`config.mk`:
```
export PLATFORM = sky130hd
export DESIGN_NAME = maskmul_top_formal_verification
export DESIGN_NICKNAME = d
export VERILOG_FILES = /design/src/rtl/maskmul_top_formal_verification.sv
export SDC_FILE = /design/constraint.sdc
export NUM_CORES = 1
export LEC_CHECK = 0
export CORE_AREA = 2 2 39 41
export CTS_CLUSTER_DIAMETER = 30
export DETAILED_ROUTE_END_ITERATION = 8
export DIE_AREA = 0 0 41 43
export DONT_BUFFER_PORTS = 1
export HOLD_SLACK_MARGIN = 0.08
export PLACE_DENSITY = 0.39
export RECOVER_POWER = 100
export SYNTH_ARGS = -nofsm -noshare
export SYNTH_HDL_FRONTEND = slang
export SYNTH_SLANG_ARGS = --single-unit
```
`constraint.sdc`:
```
create_clock -name clk -period 1.4 [get_ports clk]
set_clock_uncertainty 0.15 [all_clocks]
set_input_delay 0.28 -clock clk [delete_from_list [all_inputs] [get_ports clk]]
set_output_delay 0.28 -clock clk [all_outputs]
set_load 0.02 [all_outputs]
```
`src/rtl/maskmul_top_formal_verification.sv`:
```
// First-order Boolean-masked GF(2^2) multiplier (poly x^2+x+1), flattened-port wrapper.
// Define MASKMUL_SHARE_REG_EN to register the partial products and mq ahead of the XOR chain.

module gf4_mul (
  input  logic [1:0] x,
  input  logic [1:0] y,
  output logic [1:0] c
);
  assign c[1] = (x[1] & y[1]) ^ (x[1] & y[0]) ^ (x[0] & y[1]);
  assign c[0] = (x[0] & y[0]) ^ (x[1] & y[1]);
endmodule

module maskmul_top_formal_verification (
  input  logic clk,
  input  logic reset,
  input  logic am_0_,
  input  logic am_1_,
  input  logic bm_0_,
  input  logic bm_1_,
  input  logic ma_0_,
  input  logic ma_1_,
  input  logic mb_0_,
  input  logic mb_1_,
  input  logic mq_0_,
  input  logic mq_1_,
  output logic qm_0_,
  output logic qm_1_
);
  localparam int NPP = 4;

  logic [1:0] am, bm, ma, mb, mq;
  logic [1:0] ambm, ammb, bmma, mamb;
  logic [1:0] t1, t2, t3, qnext, qm_q;
  logic [NPP-1:0][1:0] op_x, op_y, pp;

  assign am = {am_1_, am_0_};
  assign bm = {bm_1_, bm_0_};
  assign ma = {ma_1_, ma_0_};
  assign mb = {mb_1_, mb_0_};
  assign mq = {mq_1_, mq_0_};

  // Lane order: 0=am*bm, 1=am*mb, 2=bm*ma, 3=ma*mb
  assign op_x = {ma, bm, am, am};
  assign op_y = {mb, ma, mb, bm};

  for (genvar i = 0; i < NPP; i++) begin : g_pp
    gf4_mul u_mul (.x(op_x[i]), .y(op_y[i]), .c(pp[i]));
  end

  assign ambm = pp[0];
  assign ammb = pp[1];
  assign bmma = pp[2];
  assign mamb = pp[3];

`ifdef MASKMUL_SHARE_REG_EN
  logic [1:0] ambm_r, ammb_r, bmma_r, mamb_r, mq_r;

  // Register boundary keeps multiply-layer glitches out of the compression chain.
  always_ff @(posedge clk or posedge reset) begin
    if (reset) begin
      ambm_r <= '0;
      ammb_r <= '0;
      bmma_r <= '0;
      mamb_r <= '0;
      mq_r   <= '0;
    end else begin
      ambm_r <= ambm;
      ammb_r <= ammb;
      bmma_r <= bmma;
      mamb_r <= mamb;
      mq_r   <= mq;
    end
  end

  assign t1 = mq_r ^ ambm_r;
  assign t2 = t1 ^ ammb_r;
  assign t3 = t2 ^ bmma_r;
  assign qnext = t3 ^ mamb_r;
`else
  // Fresh mask enters first so no partial sum is ever unmasked.
  assign t1 = mq ^ ambm;
  assign t2 = t1 ^ ammb;
  assign t3 = t2 ^ bmma;
  assign qnext = t3 ^ mamb;
`endif

  always_ff @(posedge clk or posedge reset) begin
    if (reset) qm_q <= '0;
    else       qm_q <= qnext;
  end

  assign qm_0_ = qm_q[0];
  assign qm_1_ = qm_q[1];
endmodule

```
# ---- After elaboration in Yosys (flattened, before gate mapping)
# Index checks and enable logic that the tools add are counted.
dict set report totals {
  out_inout_bits 2
  reg_bits 2
}
dict set report classes {
  bitwise 32
}
# op count
set ops {}
lappend ops {{$and 1x1->1} 16}
lappend ops {{$xor 1x1->1} 12}
lappend ops {{$xor 2x2->2} 4}

# ---- Depth between registers and ports, before layout
dict set report logic_depth {
  ltp_word 7
  depth_mapped 5
  depth_no_buf 5
}

# ---- Modules after synthesis
# A second synthesis with hierarchy kept.
dict set report unflattened {
  hier_cells 37
  area_unflattened_um2 319.1
}
# module cells_per_inst n_inst seq_area_each_um2 area_each_um2
set by_module_without_submodules {}
lappend by_module_without_submodules {gf4_mul 7 4 0.0 46.3}
lappend by_module_without_submodules {maskmul_top_formal_verification 9 1 50.0 133.9}

# ---- Worst setup path after synthesis
# OpenSTA, ideal clock, no wires.
dict set report synth_timing {
  path_type {input to register}
  start {in mb_0_}
  end {reg qm_q[1]}
  slack_ns -0.090
  t_required_ns 1.116
  path_stages 5
  t_arrival_ns 1.206
  setup_ns 0.134
  path_cell_list {nand2b_1 -> xnor2_1 -> a21oi_2 -> xor2_1 -> xnor3_1}
}
dict set report synth_between {
  elab_chain_len 6
}
# item line
set synth_rtl {}
lappend synth_rtl {{start: declaration} 22} ;# input logic mb_0_,
lappend synth_rtl {{$and 1x1->1} 9} ;# assign c[1] = (x[1] & y[1]) ^ (x[1] & y[0]) ^ (x[0] & y[1]);
lappend synth_rtl {{$xor 1x1->1 (2 in series)} 9}
lappend synth_rtl {{$xor 2x2->2} 82} ;# assign t2 = t1 ^ ammb;
lappend synth_rtl {{$xor 2x2->2} 83} ;# assign t3 = t2 ^ bmma;
lappend synth_rtl {{$xor 2x2->2 (*)} 84} ;# assign qnext = t3 ^ mamb;
lappend synth_rtl {{net qnext[1]} 33} ;# logic [1:0] t1, t2, t3, qnext, qm_q;
lappend synth_rtl {{end signal: assignment} 89} ;# else qm_q <= qnext;
lappend synth_rtl {{end: declaration} 33}
# The timed path passes the listed nets; every way through them passes the cells marked *.

# ---- Worst setup path in the final report
dict set report layout_timing {
  start {in am_1_}
  end {reg qm_q[1]}
}
dict set report layout_between {
  elab_chain_len 7
}
# item line
set layout_rtl {}
lappend layout_rtl {{start: declaration} 17} ;# input logic am_1_,
lappend layout_rtl {{$and 1x1->1} 9}
lappend layout_rtl {{$xor 1x1->1 (2 in series)} 9}
lappend layout_rtl {{$xor 2x2->2} 81} ;# assign t1 = mq ^ ambm;
lappend layout_rtl {{$xor 2x2->2 (*)} 82}
lappend layout_rtl {{$xor 2x2->2 (*)} 83}
lappend layout_rtl {{$xor 2x2->2 (*)} 84}
lappend layout_rtl {{net qnext[1]} 33}
# Marks and branches as above.

==> reports/metrics.yaml <==
cts:
  cts-buffers-inserted: 3
  cts_resized: 0
  cts_tree: "built"
  cts_sinks: 2
  htree_levels: 1
  cts_buffer_depth: 2
  path_clk_slew_ps: 30
  clockRootBuffer: "clkbuf_4"
critical_path:
  worstPathCellList: "xnor2_2 -> mux2i_1 -> a22oi_1 -> xnor3_1"
  endpoint_kind: "register"
  critPathTopFamily: "XOR/XNOR gates"
  arrival_ps: 1210
  startpoint_type: "input port"
  critPathBufInv: 0
  cpMaxStageDelayCell: "xnor3_1"
  critPathMaxStageDelay_ps: 420
  crit_path_max_fanout: 3
  crit_type: "in -> reg"
  crit_required_ps: 1350
logic_synthesis:
  synth_xor_area_frac: 0.381
  synth_warnings: 0
  synth_top_family_by_area: "XOR/XNOR gates"
  synth_adder_area_share: 0
  synth_compound_area_frac: 0.103
  yosysSeqAreaShare: 0.206
  yosys.area_share.simple: 0.165
  synth_area_per_cell_um2: 9.34
  synth_cells: 26
  muxShareOfSynthArea: 0.129
  synthDistinctLibCells: 14
  syn_nets: 38
  synth_area_um2: 243
  ys_ff_latch: 2
grt:
  antenna_found_initial: 0
  grt-ovfl-total: 0
  grt_start_max_net_pins: 7
  track_usage: 0.0772
  grt_pass1_vias: 209
  grt_pass1_wl_um: 828
routing:
  postRouteAntennaNets: 0
  drt_first_pass_iters: 4
  drt-initial-drc-count: 4
  wl_per_cell_um: 12.0
  viasPerCell: 4.02
  vias: 185
  totalWireLength_um: 551
  drc_errors: 0
placed_design:
  numPortBuffers: 0
  gp_congestion: 0.678
  postPlaceCellArea_um2: 289
finish:
  final_common_cell: "xnor2_1"
  largest_reg_flops: 2
  final_area_um2: 322
  reg_top3: "qm_q: 2 flops"
  diodes: 0
  synthToLayoutAreaGrowth_pct: 32.5
  final_cell_mix: "xnor2_1, nor2_1, clkbuf_4"
  top_register: "qm_q"
  drive_above_1_share: 0.233
  finalNetCount: 44
timing:
  setup_tns_ps: 0
  drv_slew: 0
  fmax_mhz: 792
  period_minus_slack_ps: 1260
  slew_headroom: 0.850
  setup-violations-final: 0
  final_hold_viol_count: 0
  rsz0062_at_grt: "false"
  period_share: 0.901
  worst_pin_slew_ps: 224
power_and_ir_drop:
  p_leak_nw: 0.134
  p_seq_frac: 0.321
  p_int_w: 0.000231
  peakVddDrop_mv: 0.167
  p_clk_frac: 0.404
  switchingPower_w: 0.000101
  power.density_nw_per_um2: 1030
  power_frac_comb: 0.275
  switching_share: 0.304
floorplan:
  coreArea_um2: 1380
  die_w_um: 41
  ios: 14
  die_y_um: 43
  num_rows: 14
  die_area_um2: 1760
  start_util: 0.175
run_status:
  status: "completed"
run:
  drv_cap: 0
min_path:
  hp-class: "in -> reg"
## logic make-up (layout without fill, tap and decap cells)
kind of cell,count (synthesis),after routing
DFF,2,2
buffers and inverters,1,5
and+or+nand+nor,8,8
xor gates and xnor gates,9,9
muxes,3,3
AOI/OAI and AO/OA,3,3
## routing by layer
| metal | vias to the layer above | share of wire | track usage |
|---|---|---|---|
| li1 | 97 | - | - |
| met1 | 76 | 0.36 | 0.0769 |
| met2 | 12 | 0.48 | 0.0938 |
| met3 | 0 | 0.16 | 0.0419 |
| met4 | 0 | 0 | 0.100 |
| met5 | - | 0 | 0 |
## final timing paths
check                       from       to  slack (ps)  cells after the start
worst max-delay path       am_1_  qm_q[1]         140                      4
max in group asynchronous  reset  qm_q[0]         800                      2
worst min-delay path       mq_0_  qm_q[0]         150                      2
min in group asynchronous  reset  qm_q[1]         190                      2
## stage by stage
step                setup WS, ps  utilization  cells  hold slack [ps]  power [W]
finish                       138        0.232     46              152   0.000331
global placement           -65.4        0.209     42             -123   0.000194
CTS                          153        0.232     46              137   0.000336
global route                91.8        0.232     46              159   0.000352
detailed placement         -86.1        0.209     42             -122   0.000195
floorplan                   3.05            -     26             -129   0.000185
## power by group through the flow
stage	clock network, W	logic, W	registers, W
floorplan	0	0.0000794	0.000106
global placement	0	0.0000870	0.000107
detailed placement	0	0.0000872	0.000108
CTS	0.000138	0.0000910	0.000107
global route	0.000142	0.0000998	0.000110
finish	0.000134	0.0000912	0.000106
## cells in the mapped netlist, drive strengths merged
cell type / count / share of area
a21oi: 1 / 0.036
a22oi: 1 / 0.031
a32oi: 1 / 0.036
dfrtp: 2 / 0.21
inv: 1 / 0.015
mux2: 1 / 0.046
mux2i: 2 / 0.082
nand2: 1 / 0.015
nand2b: 3 / 0.088
nor2: 4 / 0.062
xnor2: 7 / 0.25
xnor3: 1 / 0.093
xor2: 1 / 0.036
## repair_timing
item,4_1_cts,5_1_grt
hold buffers,1,0
hold endpoints to repair,2,0
buffers inserted,0,0
## area by class of cell
| class | instances | area (µm²) |
|---|---|---|
| Fill cell | 154 | 1060 |
| Inverter | 1 | 3.75 |
| Tap cell | 16 | 20.0 |
| Multi-Input combinational cell | 23 | 215 |
| Clock buffer | 3 | 22.5 |
| Sequential cell | 2 | 50.0 |
| Timing Repair Buffer | 1 | 10.0 |
No activity file was read; power rests on OpenSTA's default activity.
